### src/rtl/fetch_pkg.sv
// Shared types and constants for the instruction fetch controller.
package fetch_pkg;

  localparam int unsigned INSTR_W           = 32;
  localparam logic [31:0] RESET_VEC_DEFAULT = 32'hBFC0_0000;

  typedef enum logic [2:0] {
    ST_IDLE,
    ST_REQ,
    ST_WAIT,
    ST_HOLD,
    ST_DROP
  } fetch_state_t;

  // Fetch addresses are word aligned; the two low bits of any target are dropped.
  function automatic logic [31:0] align_word(input logic [31:0] addr);
    return {addr[31:2], 2'b00};
  endfunction

endpackage

### src/rtl/fetch_ctrl.sv
// Instruction fetch controller: issues one memory request at a time, buffers
// the returned word for decode, and squashes responses made stale by redirects.
module fetch_ctrl
  import fetch_pkg::*;
#(
  parameter logic [31:0] RESET_VEC = RESET_VEC_DEFAULT
) (
  input  logic               clk,
  input  logic               rst,
  input  logic               stall,
  input  logic               redirect,
  input  logic [31:0]        redirect_target,
  output logic               imem_req,
  output logic [31:0]        imem_addr,
  input  logic               imem_gnt,
  input  logic               imem_rvalid,
  input  logic [INSTR_W-1:0] imem_rdata,
  output logic               if_valid,
  output logic [31:0]        if_pc,
  output logic [31:0]        if_pcplus4,
  output logic [INSTR_W-1:0] if_instr
);

  fetch_state_t       state_q,    state_d;
  logic [31:0]        fetch_pc_q, fetch_pc_d;
  logic               if_valid_q, if_valid_d;
  logic [31:0]        if_pc_q,    if_pc_d;
  logic [INSTR_W-1:0] if_instr_q, if_instr_d;
  logic [31:0]        target;

  assign target     = align_word(redirect_target);
  assign imem_req   = (state_q == ST_REQ);
  assign imem_addr  = fetch_pc_q;
  assign if_valid   = if_valid_q;
  assign if_pc      = if_pc_q;
  assign if_instr   = if_instr_q;
  // Modulo-2^32 wrap is intentional: 0xFFFF_FFFC + 4 yields 0.
  assign if_pcplus4 = if_pc_q + 32'd4;

  // Next-state logic: sequencing of requests, capture, and response squashing.
  always_comb begin
    // NOTE: every variable written here gets a default first so no path leaves
    // it unassigned; a missing default would infer a latch.
    state_d    = state_q;
    fetch_pc_d = fetch_pc_q;
    if_valid_d = if_valid_q;
    if_pc_d    = if_pc_q;
    if_instr_d = if_instr_q;

    unique case (state_q)
      ST_IDLE: state_d = ST_REQ;

      ST_REQ: begin
        if (redirect) begin
          // A granted request is now stale; its response must be drained.
          fetch_pc_d = target;
          state_d    = imem_gnt ? ST_DROP : ST_REQ;
        end else if (imem_gnt) begin
          state_d = ST_WAIT;
        end
      end

      ST_WAIT: begin
        if (imem_rvalid && redirect) begin
          fetch_pc_d = target;
          state_d    = ST_REQ;
        end else if (redirect) begin
          fetch_pc_d = target;
          state_d    = ST_DROP;
        end else if (imem_rvalid) begin
          if_instr_d = imem_rdata;
          if_pc_d    = fetch_pc_q;
          if_valid_d = 1'b1;
          fetch_pc_d = fetch_pc_q + 32'd4;
          state_d    = ST_HOLD;
        end
      end

      ST_HOLD: begin
        if (redirect) begin
          if_valid_d = 1'b0;
          fetch_pc_d = target;
          state_d    = ST_REQ;
        end else if (!stall) begin
          if_valid_d = 1'b0;
          state_d    = ST_REQ;
        end
      end

      ST_DROP: begin
        if (redirect) fetch_pc_d = target;
        if (imem_rvalid) state_d = ST_REQ;
      end

      default: state_d = ST_IDLE;
    endcase
  end

  // State and datapath registers with synchronous reset.
  always_ff @(posedge clk) begin
    // NOTE: sequential state uses non-blocking assignments so every register
    // samples pre-edge values, independent of statement order.
    if (rst) begin
      state_q    <= ST_IDLE;
      fetch_pc_q <= RESET_VEC;
      if_valid_q <= 1'b0;
      if_pc_q    <= '0;
      if_instr_q <= '0;
    end else begin
      state_q    <= state_d;
      fetch_pc_q <= fetch_pc_d;
      if_valid_q <= if_valid_d;
      if_pc_q    <= if_pc_d;
      if_instr_q <= if_instr_d;
    end
  end

endmodule

### config.mk
export PLATFORM = sky130hd
export DESIGN_NAME = fetch_ctrl
export DESIGN_NICKNAME = d
export VERILOG_FILES = /design/src/rtl/fetch_pkg.sv /design/src/rtl/fetch_ctrl.sv
export SDC_FILE = /design/constraint.sdc
export NUM_CORES = 1
export LEC_CHECK = 0
export BUFFER_PORTS_ARGS = -buffer_cell sky130_fd_sc_hd__buf_2
export CAP_MARGIN = 30
export CORE_MARGIN = 5
export CORE_UTILIZATION = 53
export CTS_CLUSTER_SIZE = 28
export DETAILED_ROUTE_END_ITERATION = 6
export PLACE_DENSITY_LB_ADDON = 0.08
export SLEW_MARGIN = 10
export SYNTH_ARGS = -nofsm -noshare
export SYNTH_HDL_FRONTEND = slang
export SYNTH_SLANG_ARGS = --single-unit
### constraint.sdc
create_clock -name clk -period 5.06 [get_ports clk]
set_clock_uncertainty 0.15 [all_clocks]
set_input_delay 0.506 -clock clk [delete_from_list [all_inputs] [get_ports clk]]
set_output_delay 0.506 -clock clk [all_outputs]
set_load 0.1 [all_outputs]
==> Yosys cells after proc, flatten, opt, wreduce, memory -nomap -nowiden <==
Index checks and enable logic that the tools add are counted.
{ "totals": {"output_inout_bits": 130, "elab_cells": 51, "register_bits": 100, "in_bits": 70} }
{ "classes": {"reduce_logical": 9, "mux": 21, "addsub": 2, "n_bitwise": 2, "eq_ne": 12} }
{ "op_table": {"columns": ["op", "n"], "rows": [
  ["2-to-1 mux 32 bit", 4],
  ["adder 32 x 3 -> 32 bit (second input constant)", 2],
  ["one-hot mux 32 bit (2 select lines)", 1],
  ["2-to-1 mux 3 bit", 9],
  ["one-hot mux 3 bit (5 select lines)", 1],
  ["inequality test 2 bit (second input constant)", 4],
  ["AND reduction 4 bit", 2],
  ["equality test 3 x 2 -> 1 bit (second input constant)", 2],
  ["2-to-1 mux 1 bit", 5],
  ["AND reduction 5 bit", 1],
  ["inequality test 4 bit (second input constant)", 1],
  ["nonzero test 2 bit", 2],
  ["equality test 3 x 1 -> 1 bit (second input constant)", 1],
  ["equality test 3 bit (second input constant)", 1],
  ["logical NOT 3 bit", 1],
  ["inequality test 3 x 2 -> 1 bit (second input constant)", 1],
  ["inequality test 3 bit (second input constant)", 1],
  ["AND reduction 3 bit", 1],
  ["OR reduction 3 bit", 1],
  ["inequality test 2 x 1 -> 1 bit (second input constant)", 1],
  ["NOT 1 bit", 2],
  ["one-hot mux 1 bit (2 select lines)", 1],
  ["logical AND 1 bit", 1]
]} }

==> Longest topological paths before layout <==
Gate-level depths: netlist of the first run.
{ "logic_depth": {"depth_word": 5, "mapped_depth": 9, "depth_no_buf": 6} }

==> Worst setup path before layout of the first run <==
No wires, ideal clock.
{ "synth_path": {"kind": "register to output", "startpoint": "register if_pc_q[4] (netlist: if_pc[4])", "endpoint": "output port if_pcplus4[19]", "path_stages_with_launch": 6, "n_path_buf": 0, "path_slack_ns": 0.616, "t_arrival_ns": 3.788, "required_time_ns": 4.404, "cell_sequence": "dfxtp_1 > and3_1 > nand3_1 > nor3_1 > nand4_1 > xnor2_1"} }
{ "synth_between": {"elab_chain_cells": 1} }
{ "synth_rtl": {"columns": ["item", "line_no", "source"], "rows": [
  ["start, declared", "fetch_ctrl.sv:27", "logic [31:0] if_pc_q, if_pc_d;"],
  ["start signal, assigned", "fetch_ctrl.sv:113", "if_pc_q <= if_pc_d;"],
  ["adder 32 x 3 -> 32 bit", "fetch_ctrl.sv:38", "assign if_pcplus4 = if_pc_q + 32'd4;"],
  ["end, declared", "fetch_ctrl.sv:20", "output logic [31:0] if_pcplus4,"]
]} }
No other way between the ends.

==> Final worst setup path of the first run <==
{ "layout_path": {"startpoint": "register if_pc_q[4] (netlist: if_pc[4])", "endpoint": "output port if_pcplus4[21]"} }
The elaborated chain is that of the path after synthesis.

==> flow_metrics.py, run 1 <==
metrics = {
    "clock_network": {
        "numCtsBuffers": 9,
        "clk_pin_slew_worst_paths_ns": 0.10,
        "clockBufferDepth": 2,
        "cts_tree": "yes",
        "htreeDepth": 3,
        "postCtsSetupBuffers": 0,
        "cts_resized": 0,
        "hold_buffers": 0,
        "clock-sinks": 96,
        "cts-root-buf": "clkbuf_8",
        "clk_latency_ns": 0.36,
    },
    "status": {
        "status": "completed",
    },
    "critical_path": {
        "crit_type": "register to primary output",
        "slowest_delay_ns": 0.67,
        "crit_top_cell": "and3_1",
        "critical_path_buf_inv_count": 1,
        "start_kind": "register",
        "crit_chain": "and3_1 > nand3_1 > nor3_1 > and3_1 > xor2_1 > buf_2",
        "crit_required_ns": 4.40,
        "slowest_stage": "nor3_1",
        "cp.arrival_ns": 2.65,
        "end_kind": "primary output",
        "cp_top_family": "simple AND/OR/NAND/NOR gates",
        "worstPathMaxFanout": 8,
    },
    "floorplan": {
        "fp.dieW_um": 107.1,
        "fp-row-count": 35,
        "ioPinCount": 200,
        "dieHeight_um": 107.1,
        "core_um2": 9240,
        "die_area_um2": 11480,
        "initial_core_util_pct": 54.11,
    },
    "global_route": {
        "antenna_found_initial": 1,
        "first_global_vias": 4742,
        "grt_max_degree": 104,
        "grtUsageTotal_pct": 24.32,
        "grt_pass1_wl_um": 22970,
        "grt_overflow": 0,
    },
    "routing": {
        "wl_um": 14590,
        "drtIter0Drc": 435,
        "vias": 5339,
        "viasPerCell": 5.538,
        "dr.pass1.iters": 6,
        "final_antenna_net_count": 0,
        "drc": 0,
        "avgRoutedWirePerCell_um": 15.14,
    },
    "final_layout": {
        "fill_cells": 825,
        "synthToLayoutAreaGrowth_pct": 24.25,
        "final_area_um2": 6212,
        "layout-drive-gt1-share_pct": 27.54,
        "n_antenna_cell": 0,
        "fin_nets": 902,
        "fin_util_pct": 67.23,
    },
    "timing": {
        "clock.fmax_mhz": 302.6,
        "worstMarginPinSlew_ns": 0.7914,
        "rsz0062_at_grt": "no",
        "setup_viol": 0,
        "hold_violations": 0,
        "maxSlewHeadroom_pct": 46.83,
        "fin_setup_tns_ns": 0,
        "min_period_ns": 3.305,
        "setup_slack_ns": 1.755,
        "period_share_pct": 65.31,
        "finalMaxSlewViolations": 0,
    },
    "power_and_ir_drop": {
        "p_int_mw": 1.187,
        "ir_drop_v": 0.0001881,
        "p_sw_share_pct": 39.73,
        "total_leakage_power_nw": 2.678,
        "seqPwrFrac_pct": 43.1,
        "power_switching_mw": 0.7827,
        "powerDensity_nw_per_um2": 317.1,
        "pwr-share-comb_pct": 28.9,
        "clkPwrFrac_pct": 28.0,
    },
    "hold_path": {
        "hold_path_class": "input port to register",
    },
    "yosys": {
        "synthTopCellsByArea": "dfxtp_1, nand2_1, a21oi_1",
        "ys_seq_area_share_pct": 38.44,
        "syn-instance-count": 667,
        "synth_fa_ha_area_share_pct": 0.5005,
        "ys_warn_count": 0,
        "postSynthAreaPerCell_um2": 7.496,
        "synth_edf_count": 0,
        "synth.distinct_cells": 64,
        "yosysTopAreaCell": "dfxtp_1",
        "synth_top_family_by_area": "simple AND/OR/NAND/NOR gates",
        "synth-compound-area-share_pct": 19.14,
        "ys_seq_elements": 96,
        "synth_mux_area_share_pct": 0.6507,
        "synth_top_flop_cell": "dfxtp_1",
        "synthArstFlopShare_pct": 0,
        "synth-xor-area-share_pct": 4.905,
        "synth-simple-area-share_pct": 30.66,
        "synth_area_um2": 5000,
        "yosysTopAreaCellShare_pct": 38.44,
    },
    "place": {
        "placed_cell_area_um2": 5944,
        "place.gp.congestion": 0.8887,
        "dp_hpwl_um": 10310,
        "post-place-ws_ns": 1.991,
        "io_buffers": 191,
    },
    "run": {
        "drv_cap": 0,
    },
}
worst register-to-register path, stage by stage (launching register included):
cell,delay [ns]
dfxtp_1,0.46
ha_1,0.28
nand4_1,0.16
nor2_1,0.47
nand2_1,0.40
o211a_1,0.32
or3_1,0.37
routing by layer:
metal  part of all wire (%)  track usage (%)  vias up  wire length, um
met5                   0.12                0        -               18
met4                    1.1            5.571        2              166
met3                    8.2            5.358       17             1201
met2                     48            40.71      206             6943
met1                     43            31.99     2463             6261
li1                       -                -     2651                -
layout by cell type, fill, tap and decap left out, types with 3 or more instances in the layout:
| cell type | n |
|---|---|
| nand2_1 | 163 |
| buf_4 | 7 |
| or3_1 | 5 |
| o21a_1 | 7 |
| and2_0 | 4 |
| buf_2 | 190 |
| clkbuf_8 | 9 |
| nor3_1 | 20 |
| o21ai_0 | 21 |
| nand4_1 | 13 |
| conb_1 | 6 |
| inv_1 | 8 |
| and4_1 | 7 |
| a21o_1 | 6 |
| dfxtp_1 | 96 |
| a311oi_1 | 6 |
| nor4_1 | 7 |
| xor2_1 | 6 |
| nor3b_1 | 4 |
| xnor2_1 | 22 |
| nor2_1 | 34 |
| and2_1 | 3 |
| a21oi_1 | 85 |
| o211a_1 | 3 |
| nand3_1 | 22 |
| and3_1 | 13 |
| a31oi_1 | 8 |
power by group through the flow:
stage / combinational [mW] / clock (mW) / sequential [mW]
detailed placement: 0.564 / 0 / 0.864
floorplan: 0.229 / 0 / 1.09
CTS: 0.565 / 0.564 / 0.846
finish: 0.569 / 0.552 / 0.848
global placement: 0.558 / 0 / 0.861
global route: 0.598 / 0.598 / 0.856
Yosys cell counts (all sizes together), types with 3 or more instances:
cell and number:
nor4 7, a21oi 85, and4 8, xor2 6, inv 8, nand2 164, clkbuf 24, o21ai 21
a31oi 8, a311oi 6, nor2b 3, a21o 7, or3 5, or4 3, dfxtp 96, nor3b 4
nor2 35, buf 28, xnor2 22, and2 7, and3 14, o211a 3, nor3 22, o21a 7
nand3 22, nand4 14
stage by stage:
step | std cells | hold WS, ns | power [mW]
finish | 964 | 0.2217 | 1.970
global route | 964 | 0.2019 | 2.051
CTS | 962 | 0.2125 | 1.976
detailed placement | 946 | 0.2930 | 1.429
global placement | 946 | 0.2887 | 1.419
floorplan | 672 | 0.3922 | 1.323
cell families after synthesis:
| kind of cell | count (synthesis) |
|---|---|
| fa+ha+maj | 2 |
| mux | 3 |
| simple gates | 318 |
| flops | 96 |
| compound gates | 159 |
| xor+xnor | 28 |
| buf+inv | 60 |
| other cells | 1 |
sequential cells by signal, indices dropped and copies added, names as in the netlist:
register and flops:
if_instr 32, if_pc 30, imem_addr 30, state_q 3, if_valid 1
path summary, 6_finish.rpt:
path	startpoint	endpoint	slack [ns]	depth (start not counted)
setup / recovery	if_pc[4]	if_pcplus4[21]	1.76	6
hold / removal	imem_rdata[24]	if_instr[24]	0.22	3
hold reg to reg	if_instr[28]	if_instr[28]	0.31	2
setup reg to reg	imem_addr[2]	imem_addr[30]	2.37	6
final cells by class:
type | count | area (um2) | area share (%)
timing repair buffer | 199 | 1051 | 16.92
clock buffer | 10 | 127.6 | 2.054
sequential | 96 | 1922 | 30.94
multi-input combinational | 516 | 2828 | 45.52
tap | 129 | 161.4 | 2.598
inverter | 8 | 30.03 | 0.4834
clock inverter | 6 | 92.59 | 1.490
Power figures use the tool's default switching activity.
==> run 2, diff against run 1 <==
Settings changed: ABC_AREA set to 1, CORE_UTILIZATION 53 to 50.
Clock period 5.06 ns to 3.4 ns, I/O delays scaled along.
==> flow_metrics.py, run 2 <==
metrics = {
    "yosys": {
        "ys_seq_elements": 96,
        "synth_top_flop_cell": "dfxtp_1",
        "postSynthAreaPerCell_um2": 6.485,
        "ys_warn_count": 0,
        "yosys-top-cells-count": "nand2_1, a21oi_1, dfxtp_1",
        "yosysTopAreaCellShare_pct": 35.62,
        "synth-simple-area-share_pct": 32.93,
        "syn-instance-count": 832,
        "synth.distinct_cells": 35,
        "synth_top_family_by_area": "simple AND/OR/NAND/NOR gates",
        "synth-xor-area-share_pct": 4.708,
        "synth_most_common_cell": "nand2_1",
        "ys_seq_area_share_pct": 35.62,
        "synth_area_um2": 5395,
        "synth_edf_count": 0,
        "synthArstFlopShare_pct": 0,
        "synth_fa_ha_area_share_pct": 0.4638,
        "synthTopCellsByArea": "dfxtp_1, nand2_1, a21oi_1",
        "synth_mux_area_share_pct": 0.1855,
        "synth-compound-area-share_pct": 15.61,
        "yosysTopAreaCell": "dfxtp_1",
    },
    "timing": {
        "hold_violations": 0,
        "rsz0062_at_grt": "no",
        "finalMaxSlewViolations": 0,
        "maxSlewHeadroom_pct": 47.21,
        "setup_viol": 0,
        "period_share_pct": 89.88,
        "min_period_ns": 3.056,
        "setup_slack_ns": 0.3440,
        "clock.fmax_mhz": 327.2,
        "fin_setup_tns_ns": 0,
        "worstMarginPinSlew_ns": 0.7910,
    },
    "critical_path": {
        "r2r_end": "if_valid",
        "cp.arrival_ns": 2.57,
        "crit_type": "register to primary output",
        "worstPathMaxFanout": 5,
        "reg2reg_from": "state_q[1]",
        "start_kind": "register",
        "crit_required_ns": 2.91,
        "r2r_slack_ns": 1.19,
        "end_kind": "primary output",
        "worstRegToRegCells": 7,
    },
    "final_layout": {
        "layout_common_cells": "nand2_1, buf_2, a21oi_1, dfxtp_1, nor2_1",
        "synthToLayoutAreaGrowth_pct": 25.58,
        "fin_nets": 1075,
        "fill_cells": 1111,
        "layout-drive-gt1-share_pct": 26.49,
        "largest_reg_flops": 32,
        "n_antenna_cell": 0,
        "final_common_cell": "nand2_1",
        "multi_input_area_um2": 3129,
        "regArea_um2": 1922,
    },
    "place": {
        "io_buffers": 191,
        "post-place-ws_ns": 0.7409,
        "place.gp.congestion": 0.9058,
        "dp_hpwl_um": 12170,
    },
    "routing": {
        "avgRoutedWirePerCell_um": 14.18,
        "drtIter0Drc": 574,
        "final_antenna_net_count": 0,
        "wl_um": 16280,
        "drc": 0,
        "viasPerCell": 5.115,
        "dr.pass1.iters": 6,
        "vias": 5872,
    },
    "global_route": {
        "grt_overflow": 0,
        "grtUsageTotal_pct": 24.71,
        "grt_pass1_wl_um": 26120,
        "grt_max_degree": 60,
        "antenna_found_initial": 0,
        "first_global_vias": 5324,
    },
    "run": {
        "drv_cap": 0,
    },
    "clock_network": {
        "clockBufferDepth": 2,
        "htreeDepth": 3,
        "cts_resized": 0,
        "clk_pin_slew_worst_paths_ns": 0.10,
        "cts-root-buf": "clkbuf_8",
        "clock-sinks": 96,
        "clk_latency_ns": 0.38,
        "cts_tree": "yes",
        "hold_buffers": 0,
        "postCtsSetupBuffers": 0,
        "numCtsBuffers": 9,
    },
    "hold_path": {
        "whs_endpoint": "imem_addr[2]",
        "worstHoldStart": "redirect_target[2]",
        "hold_depth": 3,
        "hold_path_class": "input port to register",
    },
    "floorplan": {
        "core_um2": 10700,
        "initial_core_util_pct": 50.43,
        "ioPinCount": 200,
        "fp-row-count": 38,
        "dieHeight_um": 113.9,
        "die_area_um2": 12970,
        "fp.dieW_um": 113.9,
    },
    "status": {
        "status": "completed",
    },
    "power_and_ir_drop": {
        "total_leakage_power_nw": 3.087,
        "ir_drop_v": 0.0003307,
        "powerDensity_nw_per_um2": 497.6,
    },
}
## run 2: cell count changes in the layout (fill, tap and decap cells not counted), sizes merged, moves of 8 or more
cell	previous run	this run
nor3	22	14
xnor2	22	1
nor2	35	99
inv	9	88
o21ai	21	55
and3	14	0
nand2	164	200
xor2	6	28
a21oi	85	97
nand3	22	78
and4	8	0
## run 2: cells by family after synthesis
| logic type | after synthesis |
|---|---|
| and+or+nand+nor | 412 |
| adders and majority gates | 2 |
| AOI/OAI and AO/OA | 162 |
| DFF | 96 |
| muxes | 1 |
| other | 1 |
| buffers and inverters | 129 |
| xor gates and xnor gates | 29 |
## run 2: through the flow
step           utilization (%)  instance area (um2)  power [mW]  std cells  hold slack [ns]
2_1_floorplan                -                 5613       2.356        837           0.3319
3_3_place_gp             61.37                 6565       2.571       1132           0.2968
3_5_place_dp             61.37                 6565       2.576       1132           0.2986
4_1_cts                  63.33                 6775       3.383       1148          0.04032
5_1_grt                  63.33                 6775       3.528       1148          0.06012
6_report                 63.33                 6775       3.372       1148          0.05234
## run 2: routing by layer
metal  up-vias  wire length [um]  GRT usage (%)
met3        21              1242          5.199
met4         0               254          7.047
met2       209              7258          37.46
li1       3004                 -              -
met1      2638              7519          35.63
met5         -                 0              0
## run 2: cell type report
| class | count | share of cell area, % |
|---|---|---|
| Clock buffer | 9 | 1.828 |
| Clock inverter | 7 | 1.274 |
| Inverter | 84 | 4.654 |
| Multi-Input combinational cell | 612 | 46.19 |
| Sequential cell | 96 | 28.37 |
| Tap cell | 140 | 2.585 |
| Timing Repair Buffer | 200 | 15.11 |
## run 2: worst max path at each step
stage,startpoint,endpoint,slack (ns),cells past startpoint
global route,if_pc[2],if_pcplus4[30],0.12,9
finish,if_pc[2],if_pcplus4[24],0.34,9
floorplan,if_pc[6],if_pcplus4[21],-0.23,5
global placement,if_pc[3],if_pcplus4[30],0.77,9
detailed placement,if_pc[2],if_pcplus4[24],0.74,9
CTS,if_pc[2],if_pcplus4[30],0.31,9
## run 2: critical path, stage by stage (launching register included)
cell	delay (ns)
dfxtp_1	0.38
ha_1	0.18
nand2_1	0.07
inv_1	0.09
nand2_2	0.11
nor2_4	0.20
nand4_1	0.23
nor2_1	0.33
xor2_4	0.15
buf_2	0.43
## run 2: power breakdown
part	total, mW	switching [mW]	internal [mW]
Clock	0.816	0.457	0.359
Sequential	1.33	0.129	1.20
Combinational	1.22	0.986	0.238
